--- src/rtl/wb_regfile_unit_pkg.sv ---
// Shared types and constants for the write-back / register-file slice.
package wb_regfile_unit_pkg;

    localparam int DATA_W_DEF = 16;
    localparam int ADDR_W_DEF = 4;

    // Architectural zero register: reads as 0, writes are dropped.
    localparam int REG_ZERO = 0;

    typedef enum logic [0:0] {
        ST_IDLE      = 1'b0,
        ST_LOAD_WAIT = 1'b1
    } wb_state_t;

endpackage

--- src/rtl/wb_regfile_unit_regfile_16x16.sv ---
// Register file: one write port, two combinational read ports, synchronous reset.
module regfile_16x16
    import wb_regfile_unit_pkg::*;
#(
    parameter int DATA_W = DATA_W_DEF,
    parameter int ADDR_W = ADDR_W_DEF
) (
    input  logic              clk,
    input  logic              srst,
    input  logic              we,
    input  logic [ADDR_W-1:0] waddr,
    input  logic [DATA_W-1:0] wdata,
    input  logic [ADDR_W-1:0] raddr1,
    input  logic [ADDR_W-1:0] raddr2,
    output logic [DATA_W-1:0] rdata1,
    output logic [DATA_W-1:0] rdata2
);

    localparam int DEPTH = 1 << ADDR_W;

    logic [DATA_W-1:0] mem_reg [DEPTH];

    // Entry 0 is only ever cleared, so it holds zero forever.
    always_ff @(posedge clk) begin
        if (srst) begin
            for (int i = 0; i < DEPTH; i++) begin
                mem_reg[i] <= '0;
            end
        end else if (we && (waddr != ADDR_W'(REG_ZERO))) begin
            mem_reg[waddr] <= wdata;
        end
    end

    assign rdata1 = (raddr1 == ADDR_W'(REG_ZERO)) ? '0 : mem_reg[raddr1];
    assign rdata2 = (raddr2 == ADDR_W'(REG_ZERO)) ? '0 : mem_reg[raddr2];

endmodule

--- src/rtl/wb_regfile_unit.sv ---
// Write-back stage: accepts EX/MEM results, waits for load data with a timeout,
// and commits through a one-entry WB register. Define WB_BYPASS_EN to forward wb_data to reads.
module wb_regfile_unit
    import wb_regfile_unit_pkg::*;
#(
    parameter int DATA_W       = DATA_W_DEF,
    parameter int ADDR_W       = ADDR_W_DEF,
    parameter int LOAD_TIMEOUT = 15
) (
    input  logic              clk,
    input  logic              rst_n,
    input  logic              ex_valid,
    output logic              ex_ready,
    input  logic              ex_wen,
    input  logic              ex_is_load,
    input  logic [ADDR_W-1:0] ex_rd,
    input  logic [DATA_W-1:0] ex_alu_res,
    input  logic              mem_rvalid,
    input  logic [DATA_W-1:0] mem_rdata,
    input  logic [ADDR_W-1:0] rs1_addr,
    input  logic [ADDR_W-1:0] rs2_addr,
    output logic [DATA_W-1:0] rs1_rdata,
    output logic [DATA_W-1:0] rs2_rdata,
    output logic              wb_valid,
    output logic [ADDR_W-1:0] wb_rd,
    output logic [DATA_W-1:0] wb_data,
    output logic              stall,
    output logic              load_err
);

    localparam int                CNT_W       = $clog2(LOAD_TIMEOUT + 1);
    localparam logic [CNT_W-1:0]  CNT_LAST    = CNT_W'(LOAD_TIMEOUT - 1);

    wb_state_t         state_reg,    state_next;
    logic [CNT_W-1:0]  cnt_reg,      cnt_next;
    logic [ADDR_W-1:0] rd_lat_reg,   rd_lat_next;
    logic              wb_valid_reg, wb_valid_next;
    logic [ADDR_W-1:0] wb_rd_reg,    wb_rd_next;
    logic [DATA_W-1:0] wb_data_reg,  wb_data_next;
    logic              ex_ready_c;
    logic              load_err_c;

    always_ff @(posedge clk) begin
        if (rst_n) begin
            state_reg    <= ST_IDLE;
            cnt_reg      <= '0;
            rd_lat_reg   <= '0;
            wb_valid_reg <= 1'b0;
            wb_rd_reg    <= '0;
            wb_data_reg  <= '0;
        end else begin
            state_reg    <= state_next;
            cnt_reg      <= cnt_next;
            rd_lat_reg   <= rd_lat_next;
            wb_valid_reg <= wb_valid_next;
            wb_rd_reg    <= wb_rd_next;
            wb_data_reg  <= wb_data_next;
        end
    end

    always_comb begin
        state_next    = state_reg;
        cnt_next      = cnt_reg;
        rd_lat_next   = rd_lat_reg;
        wb_valid_next = 1'b0;
        wb_rd_next    = wb_rd_reg;
        wb_data_next  = wb_data_reg;
        ex_ready_c    = 1'b0;
        load_err_c    = 1'b0;
        case (state_reg)
            ST_IDLE: begin
                ex_ready_c = 1'b1;
                if (ex_valid) begin
                    if (ex_is_load) begin
                        rd_lat_next = ex_rd;
                        cnt_next    = '0;
                        state_next  = ST_LOAD_WAIT;
                    end else if (ex_wen) begin
                        wb_valid_next = 1'b1;
                        wb_rd_next    = ex_rd;
                        wb_data_next  = ex_alu_res;
                    end
                end
            end
            ST_LOAD_WAIT: begin
                // Data arriving on the last allowed cycle beats the timeout.
                if (mem_rvalid) begin
                    wb_valid_next = 1'b1;
                    wb_rd_next    = rd_lat_reg;
                    wb_data_next  = mem_rdata;
                    state_next    = ST_IDLE;
                end else if (cnt_reg == CNT_LAST) begin
                    load_err_c = 1'b1;
                    cnt_next   = '0;
                    state_next = ST_IDLE;
                end else begin
                    cnt_next = cnt_reg + 1'b1;
                end
            end
            default: state_next = ST_IDLE;
        endcase
    end

    assign ex_ready = ex_ready_c;
    assign stall    = ~ex_ready_c;
    assign load_err = load_err_c;
    assign wb_valid = wb_valid_reg;
    assign wb_rd    = wb_rd_reg;
    assign wb_data  = wb_data_reg;

    logic [DATA_W-1:0] rf_rdata1, rf_rdata2;

    regfile_16x16 #(
        .DATA_W (DATA_W),
        .ADDR_W (ADDR_W)
    ) u_regfile (
        .clk    (clk),
        .srst   (rst_n),
        .we     (wb_valid_reg),
        .waddr  (wb_rd_reg),
        .wdata  (wb_data_reg),
        .raddr1 (rs1_addr),
        .raddr2 (rs2_addr),
        .rdata1 (rf_rdata1),
        .rdata2 (rf_rdata2)
    );

    logic [ADDR_W-1:0] rd_addr_arr [2];
    logic [DATA_W-1:0] rf_data_arr [2];
    logic [DATA_W-1:0] rd_data_arr [2];

    assign rd_addr_arr[0] = rs1_addr;
    assign rd_addr_arr[1] = rs2_addr;
    assign rf_data_arr[0] = rf_rdata1;
    assign rf_data_arr[1] = rf_rdata2;

    generate
        for (genvar gi = 0; gi < 2; gi++) begin : g_rd_port
`ifdef WB_BYPASS_EN
            assign rd_data_arr[gi] = (wb_valid_reg && (wb_rd_reg == rd_addr_arr[gi]) &&
                                      (rd_addr_arr[gi] != ADDR_W'(REG_ZERO)))
                                     ? wb_data_reg : rf_data_arr[gi];
`else
            // Pending write becomes visible only after it lands in the array.
            assign rd_data_arr[gi] = rf_data_arr[gi];
`endif
        end
    endgenerate

    assign rs1_rdata = rd_data_arr[0];
    assign rs2_rdata = rd_data_arr[1];

endmodule

--- config.mk ---
export PLATFORM = sky130hd
export DESIGN_NAME = wb_regfile_unit
export DESIGN_NICKNAME = d
export VERILOG_FILES = /design/src/rtl/wb_regfile_unit_pkg.sv /design/src/rtl/wb_regfile_unit_regfile_16x16.sv /design/src/rtl/wb_regfile_unit.sv
export SDC_FILE = /design/constraint.sdc
export NUM_CORES = 1
export LEC_CHECK = 0
export CORE_MARGIN = 10
export CORE_UTILIZATION = 45
export CTS_CLUSTER_DIAMETER = 120
export DETAILED_ROUTE_END_ITERATION = 10
export GPL_TIMING_DRIVEN = 0
export PLACE_DENSITY_LB_ADDON = 0.08
export SYNTH_ARGS = -nofsm -noshare
export SYNTH_HDL_FRONTEND = slang
export SYNTH_SLANG_ARGS = --single-unit
--- constraint.sdc ---
create_clock -name clk -period 2.3 [get_ports clk]
set_input_delay 0.345 -clock clk [delete_from_list [all_inputs] [get_ports clk]]
set_output_delay 0.345 -clock clk [all_outputs]
set_load 0.02 [all_outputs]
======== Word level (Yosys, flattened, before mapping) ========
Memories as Yosys holds them, arrays and structs flattened.
Cells that the tools add are included.
word-level totals
  register bits ........................... 30
  bits in writable memories ............... 256
  input port bits ......................... 50
  output and inout bits ................... 56
  memories ................................ 1
operators by class
  add/subtract/negate cells ............... 1
  eq/ne operators ......................... 7
  muxes and demuxes ....................... 39
  bitwise logic cells ..................... 1
  reductions and logical operators ........ 8
memory list
  memory             depth  bits a word  rd ports  clocked after Yosys merged registers in  wr ports  line                                 RTL
  u_regfile.mem_reg  16     16           2         0                                        16        wb_regfile_unit_regfile_16x16.sv:21  logic [DATA_W-1:0] mem_reg [DEPTH];
operators by type and width
  cell                                         count
  two-way mux 16 bit                           7
  two-way mux 4 bit                            9
  case mux 16 bit (2 select lines)             1
  two-way mux 1 bit                            18
  case mux 4 bit (2 select lines)              2
  OR reduction 16 bit                          1
  != test 2 bit, second input constant         6
  logical NOT 4 bit                            2
  AND reduction 3 bit                          2
  adder 4 x 1 -> 4 bit, second input constant  1
  equality test 4 bit, second input constant   1
  case mux 1 bit (2 select lines)              2
  AND reduction 4 bit                          1
  nonzero test 4 bit                           1
  logical AND 1 bit                            1
  inverter 1 bit                               1

======== Depth between registers and ports, before layout ========
  depth in word-level cells ............... 7
  mapped depth ............................ 7
  mapped depth without buffers ............ 6

======== Hierarchy ========
Synthesis repeated with hierarchy kept, for this count alone.
unflattened totals
  cells, all modules ...................... 1069
  area total of the unflattened synthesis .. 14513.9 um^2
modules (own cells, without submodules)
  module           times used  cells an instance  area an instance (um^2)  seq. area each (um^2)
  regfile_16x16    1           932                13091.3                  7236.9
  wb_regfile_unit  1           137                1422.6                   600.6

======== Worst setup path before layout ========
OpenSTA, ideal clock, no wires.
  path type ............................... input to output
  start point ............................. input port rs1_addr[1]
  end point ............................... output port rs1_rdata[10]
  arrival ................................. 1.804 ns
  data required time ...................... 1.955 ns
  setup slack ............................. 0.151 ns
  stages on the path ...................... 6
  buffers on the path ..................... 3
  path through ............................ buf_4 buf_4 nor2b_1 buf_2 a221oi_1 nor3_1
between the ends
  word-level cells in the longest chain between the ends .. 2
  elaborated cells on any way between the ends .. 3
  classes of those cells .................. 1 x mux; 1 x reduce/logical; 1 x memory
ends and longest elaborated chain
  what                                                              line                                 RTL
  start, declared                                                   wb_regfile_unit.sv:20                input logic [ADDR_W-1:0] rs1_addr,
  memory (16 x 16 bit) / logical NOT 4 bit (equally long branches)  n/a
  two-way mux 16 bit *                                              wb_regfile_unit_regfile_16x16.sv:34  assign rdata1 = (raddr1 == ADDR_W'(REG_ZERO)) ? '0 : mem_reg[raddr1];
  end, declared                                                     wb_regfile_unit.sv:22                output logic [DATA_W-1:0] rs1_rdata,
Every way passes the cells marked *; elsewhere a longest branch is shown, timed or not.

==> qor.txt <==
fraction of layout cells with a size suffix above 1 = 0.335
WL per Instance = 29.5 microns
f_max = 393 MHz
Hold Violations, Final = 0
htree depth = 1
first-pass GRT wire length = 66600 microns
FP Rows = 64
# IOs = 106
hold crit path type = primary input to flop
Largest register FFs = 240
Hold Path Origin = ex_rd[1]
crit path launch = u_regfile.mem_reg[11][5]$_SDFFCE_PN0P_
Syn Inst Count = 1002
syn nets = 1054
Root Buffer = clkbuf_16
vias in the first global route = 9772
Initial Utilization = 0.459
GR Util met2 = 0.384
minimum clock period after layout = 2550 ps
sequential area share after synthesis = 0.553
Post-synth top cells = 240 x and2_1, 240 x edfxtp_1, 85 x mux4_2
synthesized flop and latch total = 270
Yosys top cell by area = edfxtp_1
CTS buffer count = 30
clk_skew = 18.3 ps
Residual DRC = 0
Final Util = 0.570
share of synthesized registers carrying an async set or reset = 0
met1 Use GR = 0.310
Skew-Pair Late Insertion Delay = 570 ps
Clk pwr share = 0.393
Worst Setup Start Kind = flop
die area = 0.0389 sq mm
Reg clk slew, reported paths = 60 ps
WP data arrival = 2200 ps
CP required = 1960 ps
Worst Max-Slew Pin Slew = 769 ps
largest net degree at the start of global routing = 17
first-pass iteration count of the detailed router = 5
CP Class = flop to output pin
Slew Viols, Final = 0
Peak VDD IR = 0.000454 V
Synth area leaders = edfxtp_1 51%, mux4_2 14%, and2_1 11%
Final Non-Filler Cells = 1572
r2r startpoint = wb_rd[1]$_SDFFE_PP0P_
via count = 9575
Mapped Area = 0.0141 sq mm
final wirelength = 46300 microns
fin crit share = 1.11
Pwr Density = 695 mW/mm^2
met3 Track Usage GR = 0.0567
Synth Warn # = 0
Routed Antenna Nets = 0
Max Cap Viol = 0
Slew HR = 0.487
Die H = 197 microns
status = complete, but fails checks
critical-path maximum fanout = 2
mean post-synth cell area = 14.1 sq um
core box area = 0.0307 sq mm
EDFF count, synth = 240
Final nets = 1202
final setup violating endpoints = 30
GRT overflow = 0
sw power = 3120 uW
Port Buf Inserts = 99
Routability Congestion = 0.899
gr busiest metal = met2
CP Capture Type = output pin
Pint = 9050 uW
violated checks = negative setup slack
CTS sink cnt = 270
placed cells = 1497
initial antenna violation count = 0
predominant post-synthesis flop cell = edfxtp_1
area grow syn2layout = 24.1%
Gate power share = 0.141
# hold bufs at CTS = 0
RSZ-0062 raised after global routing = yes
post-DR vias/cell = 6.09
count of cell types in the netlist = 42
area fraction of the dominant cell type after synthesis = 0.510
sequential share of power = 0.466
gr usage total = 0.236
leakage power = 0.00631 uW
die width = 197 microns
TritonCTS clock tree = done
Clock Tree Buf Depth = 3
sw frac = 0.256
initial DRC count = 1100
DPL Wire Length = 30900 microns
hold slack final = 413 ps
Place WS = -1320 ps
Final WS setup = -247 ps
[placed cells by master (no fill, tap or decap), types with 13 or more instances in the layout]
master	count
mux4_2	93
buf_6	24
or2_4	14
clkbuf_2	15
nor2_2	13
a221o_1	14
mux2i_1	26
a221oi_1	16
and2_1	240
a221oi_2	13
clkbuf_1	36
dfxtp_1	28
buf_4	40
a211oi_1	20
clkbuf_16	31
edfxtp_1	240
clkdlybuf4s50_1	63
nor3_2	17
nor2_1	42
mux2_2	31
[cell type report]
class	instances	area (sq um)
sequential	270	7810
clock inverter	12	82.6
buffer	87	561
inverter	3	11.3
fill	2480	13200
tap	396	495
clock buffer	44	895
antenna	2	5.00
multi-input combinational	641	6560
timing repair buffer	117	1100
[final timing paths]
check / endpoint / depth (start not counted) / slack (ps)
max: rs2_rdata[5] / 5 / -250
min reg2reg: rd_lat_reg[1]$_SDFFE_PP0P_ / 2 / 500
max reg2reg: u_regfile.mem_reg[5][8]$_SDFFCE_PN0P_ / 4 / -70
min: rd_lat_reg[1]$_SDFFE_PP0P_ / 3 / 410
[per-layer routing]
metal  part of all wire  vias to the layer above
met2               0.48                      493
met1               0.41                     4875
met5                  0                        -
li1                   -                     4140
met3              0.093                       67
met4              0.021                        0
[metrics by stage]
step           total power (uW)  setup TNS, ps  cell area [sq um]
6_report                  12200          -3540              17500
3_5_place_dp               7270        -275100              15600
2_1_floorplan              6570              0              14100
5_1_grt                   12500          -4880              17500
4_1_cts                   12100          -8660              17300
3_3_place_gp               7260        -274350              15600
[cells by family after synthesis]
| group | share of synthesized area |
|---|---|
| simple gates | 0.160 |
| flops | 0.553 |
| mux | 0.202 |
| compound gates | 0.0518 |
| buf+inv | 0.0312 |
| xor+xnor | 0.00124 |
| fa+ha+maj | 0.00177 |
[power groups by stage]
stage | clock, uW | combinational [uW] | sequential [uW]
2_1_floorplan | 0 | 853 | 5720
3_3_place_gp | 0 | 1490 | 5760
3_5_place_dp | 0 | 1500 | 5770
4_1_cts | 4790 | 1660 | 5670
5_1_grt | 4970 | 1800 | 5690
6_report | 4780 | 1710 | 5680
[repair_timing]
action	CTS	global route
resized for setup	364	66
setup buffers	14	5
pin swaps	21	26
endpoints found under the setup margin	348	209
[worst max-delay path, stage by stage (launching register included)]
cell and delay [ps]:
edfxtp_1 400, mux4_2 490, nor2b_2 150, nor3_2 100, a221o_1 340, buf_6 160
No activity file was read; power rests on OpenSTA's default activity.
